### config.mk
export PLATFORM = sky130hd
export DESIGN_NAME = regfile_write_arbiter
export DESIGN_NICKNAME = d
export VERILOG_FILES = /design/src/rtl/regfile_write_arbiter.sv
export SDC_FILE = /design/constraint.sdc
export NUM_CORES = 1
export LEC_CHECK = 0
export CORE_MARGIN = 1
export CORE_UTILIZATION = 35
export DETAILED_ROUTE_END_ITERATION = 8
export PLACE_DENSITY = 0.79
export RECOVER_POWER = 50
export SETUP_SLACK_MARGIN = 0.05
export SYNTH_ARGS = -nofsm -noshare
export SYNTH_HDL_FRONTEND = slang
export SYNTH_SLANG_ARGS = --single-unit
### constraint.sdc
create_clock -name clk -period 2 [get_ports clk]
set_input_delay 0.4 -clock clk [delete_from_list [all_inputs] [get_ports clk]]
set_output_delay 0.4 -clock clk [all_outputs]
set_load 0.02 [all_outputs]
### src/rtl/regfile_write_arbiter.sv
// Round-robin arbiter sharing the single register-file write port among NUM_REQ
// requesters, with a registered write stage and per-register pending bits for hazard stalls.
module regfile_write_arbiter #(
    parameter int NUM_REQ  = 3,
    parameter int ADDR_W   = 2,
    parameter int DATA_W   = 8,
    parameter int NUM_REGS = 2 ** ADDR_W,
    parameter int IDX_W    = (NUM_REQ > 1) ? $clog2(NUM_REQ) : 1
) (
    input  logic                       clk,
    input  logic                       reset,
    input  logic                       stall,
    input  logic [NUM_REQ-1:0]         req_valid,
    input  logic [NUM_REQ*ADDR_W-1:0]  req_addr,
    input  logic [NUM_REQ*DATA_W-1:0]  req_data,
    output logic [NUM_REQ-1:0]         req_ready,
    output logic                       rf_write_enable,
    output logic [ADDR_W-1:0]          rf_write_addr,
    output logic [DATA_W-1:0]          rf_write_data,
    output logic [NUM_REGS-1:0]        reg_pending,
    output logic [IDX_W-1:0]           last_grant,
    output logic [7:0]                 write_count
);

    logic [IDX_W-1:0]  ptr_q, ptr_d;
    logic [IDX_W-1:0]  last_grant_q, last_grant_d;
    logic              we_q, we_d;
    logic [ADDR_W-1:0] addr_q, addr_d;
    logic [DATA_W-1:0] data_q, data_d;
    logic [7:0]        count_q, count_d;

    logic              found_hi, found_lo, transfer;
    logic [IDX_W-1:0]  idx_hi, idx_lo, grant_idx;
    logic [ADDR_W-1:0] sel_addr;
    logic [DATA_W-1:0] sel_data;

    // Winner is the lowest valid index at or above ptr, else the lowest valid index overall.
    always_comb begin
        // NOTE: every comb output gets a default first so no path leaves it unassigned (no latch).
        found_hi = 1'b0;
        found_lo = 1'b0;
        idx_hi   = '0;
        idx_lo   = '0;
        for (int i = NUM_REQ - 1; i >= 0; i--) begin
            if (req_valid[i]) begin
                found_lo = 1'b1;
                idx_lo   = IDX_W'(i);
                if (IDX_W'(i) >= ptr_q) begin
                    found_hi = 1'b1;
                    idx_hi   = IDX_W'(i);
                end
            end
        end
        grant_idx = found_hi ? idx_hi : idx_lo;
        transfer  = found_lo && !stall;
    end

    always_comb begin
        req_ready = '0;
        sel_addr  = '0;
        sel_data  = '0;
        for (int i = 0; i < NUM_REQ; i++) begin
            if (grant_idx == IDX_W'(i)) begin
                req_ready[i] = transfer;
                sel_addr     = req_addr[i*ADDR_W +: ADDR_W];
                sel_data     = req_data[i*DATA_W +: DATA_W];
            end
        end
    end

    always_comb begin
        ptr_d        = ptr_q;
        last_grant_d = last_grant_q;
        addr_d       = addr_q;
        data_d       = data_q;
        we_d         = transfer;
        count_d      = we_q ? count_q + 8'd1 : count_q;
        if (transfer) begin
            addr_d       = sel_addr;
            data_d       = sel_data;
            last_grant_d = grant_idx;
            ptr_d        = (grant_idx == IDX_W'(NUM_REQ - 1)) ? '0 : grant_idx + 1'b1;
        end
    end

    // A register is pending while any requester targets it or the output stage is writing it.
    always_comb begin
        reg_pending = '0;
        for (int r = 0; r < NUM_REGS; r++) begin
            if (we_q && addr_q == ADDR_W'(r))
                reg_pending[r] = 1'b1;
            for (int i = 0; i < NUM_REQ; i++) begin
                if (req_valid[i] && req_addr[i*ADDR_W +: ADDR_W] == ADDR_W'(r))
                    reg_pending[r] = 1'b1;
            end
        end
    end

    // NOTE: state updates use non-blocking assignments so all flops sample pre-edge values.
    always_ff @(posedge clk or posedge reset) begin
        if (reset) begin
            ptr_q        <= '0;
            last_grant_q <= '0;
            we_q         <= 1'b0;
            addr_q       <= '0;
            data_q       <= '0;
            count_q      <= '0;
        end else begin
            ptr_q        <= ptr_d;
            last_grant_q <= last_grant_d;
            we_q         <= we_d;
            addr_q       <= addr_d;
            data_q       <= data_d;
            count_q      <= count_d;
        end
    end

    assign rf_write_enable = we_q;
    assign rf_write_addr   = addr_q;
    assign rf_write_data   = data_q;
    assign last_grant      = last_grant_q;
    assign write_count     = count_q;

endmodule

# ---- After elaboration in Yosys (flattened, before gate mapping)
# Cells that the tools add are included.
dict set report totals {
  regBits 23
  inputBits 36
  elab_cells 93
}
dict set report op_classes {
  n_addsub 2
  order_cmp 3
  eq_ne 14
  muxes 45
  reduce_logical 23
}
# cell count
set op_table {}
lappend op_table {{$mux 1} 28}
lappend op_table {{$mux 2} 14}
lappend op_table {{$mux 8} 3}
lappend op_table {{$eq 2x2->1 const B} 9}
lappend op_table {{$logic_and 1x1->1} 17}
lappend op_table {{$eq 2x1->1 const B} 5}
lappend op_table {{$logic_not 2->1} 5}
lappend op_table {{$add 8x1->8 const B} 1}
lappend op_table {{$ge 1x2->1 const A} 2}
lappend op_table {{$add 2x1->2 const B} 1}
lappend op_table {{$ge 2x2->1 const A} 1}
lappend op_table {{$logic_not 1->1} 1}

# ---- Depth between registers and ports, before layout
dict set report logic_depth {
  word_depth 12
  ltp_mapped 5
  ltp_nobuf 5
}

# ---- Worst setup path before layout
# OpenSTA, ideal clock, no wires.
dict set report synth_path {
  path_type {input -> output}
  startpoint {input req_valid[1]}
  endpoint {output req_ready[0]}
  arrival_time_ps 1345
  setup_slack_ps 255
  cell_stages 2
  n_path_buf 0
  cell_sequence {or2_1 a2111oi_2}
}
dict set report synth_via {
  elab_chain_len 6
  elab_cells_between_ends 14
  cone_classes {mux (12); reduce/logical (2)}
}
# item line_no
set synth_rtl {}
lappend synth_rtl {{start, declared} 13} ;# input logic [NUM_REQ-1:0] req_valid,
lappend synth_rtl {{$mux 2 / $mux 1 (equally long branches)} 45} ;# if (req_valid[i]) begin
lappend synth_rtl {{$mux 2 / $mux 1 (equally long branches)} 48} ;# if (IDX_W'(i) >= ptr_q) begin
lappend synth_rtl {{$mux 2 / $mux 1 (equally long branches)} 45}
lappend synth_rtl {{$mux 2} 54} ;# grant_idx = found_hi ? idx_hi : idx_lo;
lappend synth_rtl {{$logic_not 2->1} 63} ;# if (grant_idx == IDX_W'(i)) begin
lappend synth_rtl {{$mux 1 *} 63}
lappend synth_rtl {{end, declared} 16} ;# output logic [NUM_REQ-1:0] req_ready,
# Every way passes the cells marked *; elsewhere a longest branch is shown, timed or not.

# ---- Worst setup path in the final report
dict set report layout_path {
  startpoint {input stall}
  endpoint {output req_ready[1]}
}
dict set report layout_via {
  elab_chain_len 3
}
# item line_no
set layout_rtl {}
lappend layout_rtl {{start, declared} 12} ;# input logic stall,
lappend layout_rtl {{$logic_not 1->1} 55} ;# transfer = found_lo && !stall;
lappend layout_rtl {{$logic_and 1x1->1} 55}
lappend layout_rtl {{named net transfer} 32} ;# logic found_hi, found_lo, transfer;
lappend layout_rtl {{$mux 1} 63}
# The timed path passes the listed nets, and every way through them passes these cells.

==> flow_metrics.tcl <==
set metrics [dict create \
    core-area_sq_um 3661 \
    holdCritPathClass "flop to flop" \
    switchingPower_uw 648.7 \
    antenna_found_initial 0 \
    cp.arrival_ns 1.52 \
    io_buffers 63 \
    finalPower_mw 1.811 \
    cp-end-kind "output pin" \
    synth_area_leaders "dfrtp_1, o221ai_1, mux2i_1" \
    rows 22 \
    slowest_delay_ns 0.60 \
    ys_seq_area_share_pct 43.36 \
    gp_congestion 0.8112 \
    crit_chain "dlygate4sd3_1, o21bai_1, inv_2, and2_4, buf_4" \
    slew_viol_final 0 \
    max_freq_mhz 520.5 \
    netlist_top_cells_count "dfrtp_1, nand2_1, inv_1" \
    synthCells 133 \
    vias 1346 \
    peakVddDrop_mv 0.4853 \
    status "completed" \
    avgSynthCellArea_sq_um 9.981 \
    drt-pass1-iter-count 6 \
    p_comb_share_pct 45.3 \
    cts_buffer_depth 2 \
    die_height_um 63.59 \
    tritoncts "yes" \
    maxCapViolations 0 \
    final.setup_skew_ns 0.001762 \
    min_period_ns 1.921 \
    final_util_pct 60.49 \
    critPathLaunchType "input pin" \
    hold_start "write_count[7]$_DFFE_PP0P_" \
    yosysTopAreaCellShare_pct 43.36 \
    grt_use_total_pct 18.39 \
    fin_setup_tns_ns 0 \
    worst_pin_slew_ns 1.214 \
    cp.required_ns 1.60 \
    grt_max_degree 24 \
    ys_ff_latch 23 \
    clk_pin_slew_worst_paths_ns 0.08 \
    crit_family "buffers and inverters" \
    drt-wirelength-per-cell_um 12.56 \
    ys_types 44 \
    synth_top_area_cell "dfrtp_1" \
    antenna_cells 0 \
    drive_gt1_share_pct 23.42 \
    htree_levels 1 \
    ys_dominant_reg_cell "dfrtp_1" \
    nets 260 \
    p_sw_share_pct 35.83 \
    die_x_um 63.59 \
    hold_buffers 0 \
    setup_violations 0 \
    synth_warnings 0 \
    rsz0062_at_grt "yes" \
    hold_violations 0 \
    synth-edff-count 0 \
    dieArea_sq_um 4043 \
    cts_setup_buffers 0 \
    min_period_over_period_pct 96.06 \
    first_iter_violations 56 \
    insertion_delay_ns 0.26 \
    critical_path_class "input pin to output pin" \
    clkPwrFrac_pct 15.8 \
    p_seq_share_pct 38.9 \
    path_max_fanout 3 \
    vias_per_cell 4.985 \
    p_per_area_nw_per_um2 817.5 \
    internal_power_mw 1.162 \
    stdcell_area_sq_um 2215 \
    worst-path-buf-inv 3 \
    numCtsBuffers 3 \
    async_flop_share_pct 100.0 \
    rr_startpoint "ptr_q[1]$_DFFE_PP0P_" \
    maxSlewHeadroom_pct 19.07 \
    area_growth_pct 66.82 \
    syn_area_sq_um 1328 \
    wirelength_um 3390 \
    antenna_left 0 \
    crit_path_start "stall" \
    grt_pass1_vias 1274 \
    clock-sinks 23 \
    synth_fp_nets 170 \
    placed_cell_area_sq_um 2186 \
    io_pins 64 \
    nFillCells 335 \
    power.leakage_nw 1.020 \
    start_util_pct 36.26 \
    drcViolationCount 0 \
    crit_slowest_cell "dlygate4sd3_1" \
    grt_overflow_total 0 \
    cts_root_buf "clkbuf_8" \
    yosysMostFrequentCell "dfrtp_1" \
    grt_pass1_wl_um 5747 \
    hpwlAfterDp_um 2771 \
]
==> cell families (layout without fill, tap and decap cells) <==
kind of cell | Yosys count | count (layout) | synth area share (%)
AND/OR/NAND/NOR | 41 | 41 | 15.65
flip-flops | 23 | 23 | 43.36
multiplexers | 8 | 8 | 6.126
XOR/XNOR | 7 | 7 | 4.618
buffers and inverters | 21 | 110 | 6.880
adder cells (fa/ha/maj) | 1 | 1 | 0.9424
AO/OA/AOI/OAI | 32 | 32 | 22.43
==> stage by stage <==
step	cells	hold slack (ns)	setup slack, ns
4_1_cts	270	0.4791	0.05590
6_report	270	0.4802	0.07885
3_5_place_dp	266	0.4690	-0.6400
5_1_grt	270	0.5055	0.01035
2_1_floorplan	133	0.4019	0.2552
3_3_place_gp	266	0.4616	-0.6249
==> power by group through the flow <==
stage,clock [mW],combinational [mW],sequential (mW)
2_1_floorplan,0,0.281,0.826
3_5_place_dp,0,0.837,0.712
4_1_cts,0.295,0.832,0.704
3_3_place_gp,0,0.822,0.708
6_report,0.286,0.821,0.704
5_1_grt,0.326,0.883,0.722
==> routing by layer <==
| layer | routed length [um] | GRT usage, % |
|---|---|---|
| met2 | 1716 | 31.38 |
| met4 | 51 | 5.682 |
| met5 | 0 | 0 |
| met3 | 146 | 5.072 |
| met1 | 1475 | 22.17 |
==> worst paths after layout <==
path                                                 to  slack, ns  cells past startpoint
max                                        req_ready[1]       0.08                      5
min                          write_count[7]$_DFFE_PP0P_       0.48                      1
max reg2reg                rf_write_data[5]$_DFFE_PP0P_       0.35                      4
min reg2reg                  write_count[7]$_DFFE_PP0P_       0.48                      1
max in group asynchronous          ptr_q[1]$_DFFE_PP0P_       0.37                      3
min in group asynchronous    write_count[7]$_DFFE_PP0P_       0.82                      3
==> layout make-up <==
| class | instances | area, sq um | share of cell area, % |
|---|---|---|---|
| Clock buffer | 3 | 41.29 | 1.864 |
| Multi-Input combinational cell | 89 | 674.4 | 30.45 |
| Tap cell | 48 | 60.06 | 2.712 |
| Clock inverter | 1 | 5.005 | 0.2260 |
| Timing Repair Buffer | 89 | 793.3 | 35.82 |
| Sequential cell | 23 | 576.8 | 26.05 |
| Inverter | 17 | 63.81 | 2.881 |
==> what timing repair did <==
item	CTS	global route
pin swaps	1	0
setup endpoints to repair	7	4
resized for setup	43	9
cloned	0	0
==> sequential cells by signal (all words and copies together) (netlist names) <==
register and count:
rf_write_enable 1, rf_write_data 8, ptr_q 2, rf_write_addr 2, last_grant 2, write_count 8
==> cells in the final DEF (no fill, tap or decap), types with 2 or more instances in the layout <==
cell and instances:
nand2b_1 3, inv_1 15, mux2i_1 7, buf_6 2, buf_2 3, a21o_1 3
buf_4 26, xor2_1 3, a31oi_1 2, clkbuf_8 3, nand3_1 5, dfrtp_1 22
clkbuf_2 3, clkdlybuf4s50_1 51, o221ai_1 9, xnor2_1 4, nand4_1 2, or2_4 2
o32a_1 2, nor2_1 5, nand2_1 18, inv_2 2
No activity file was read; power rests on OpenSTA's default activity.
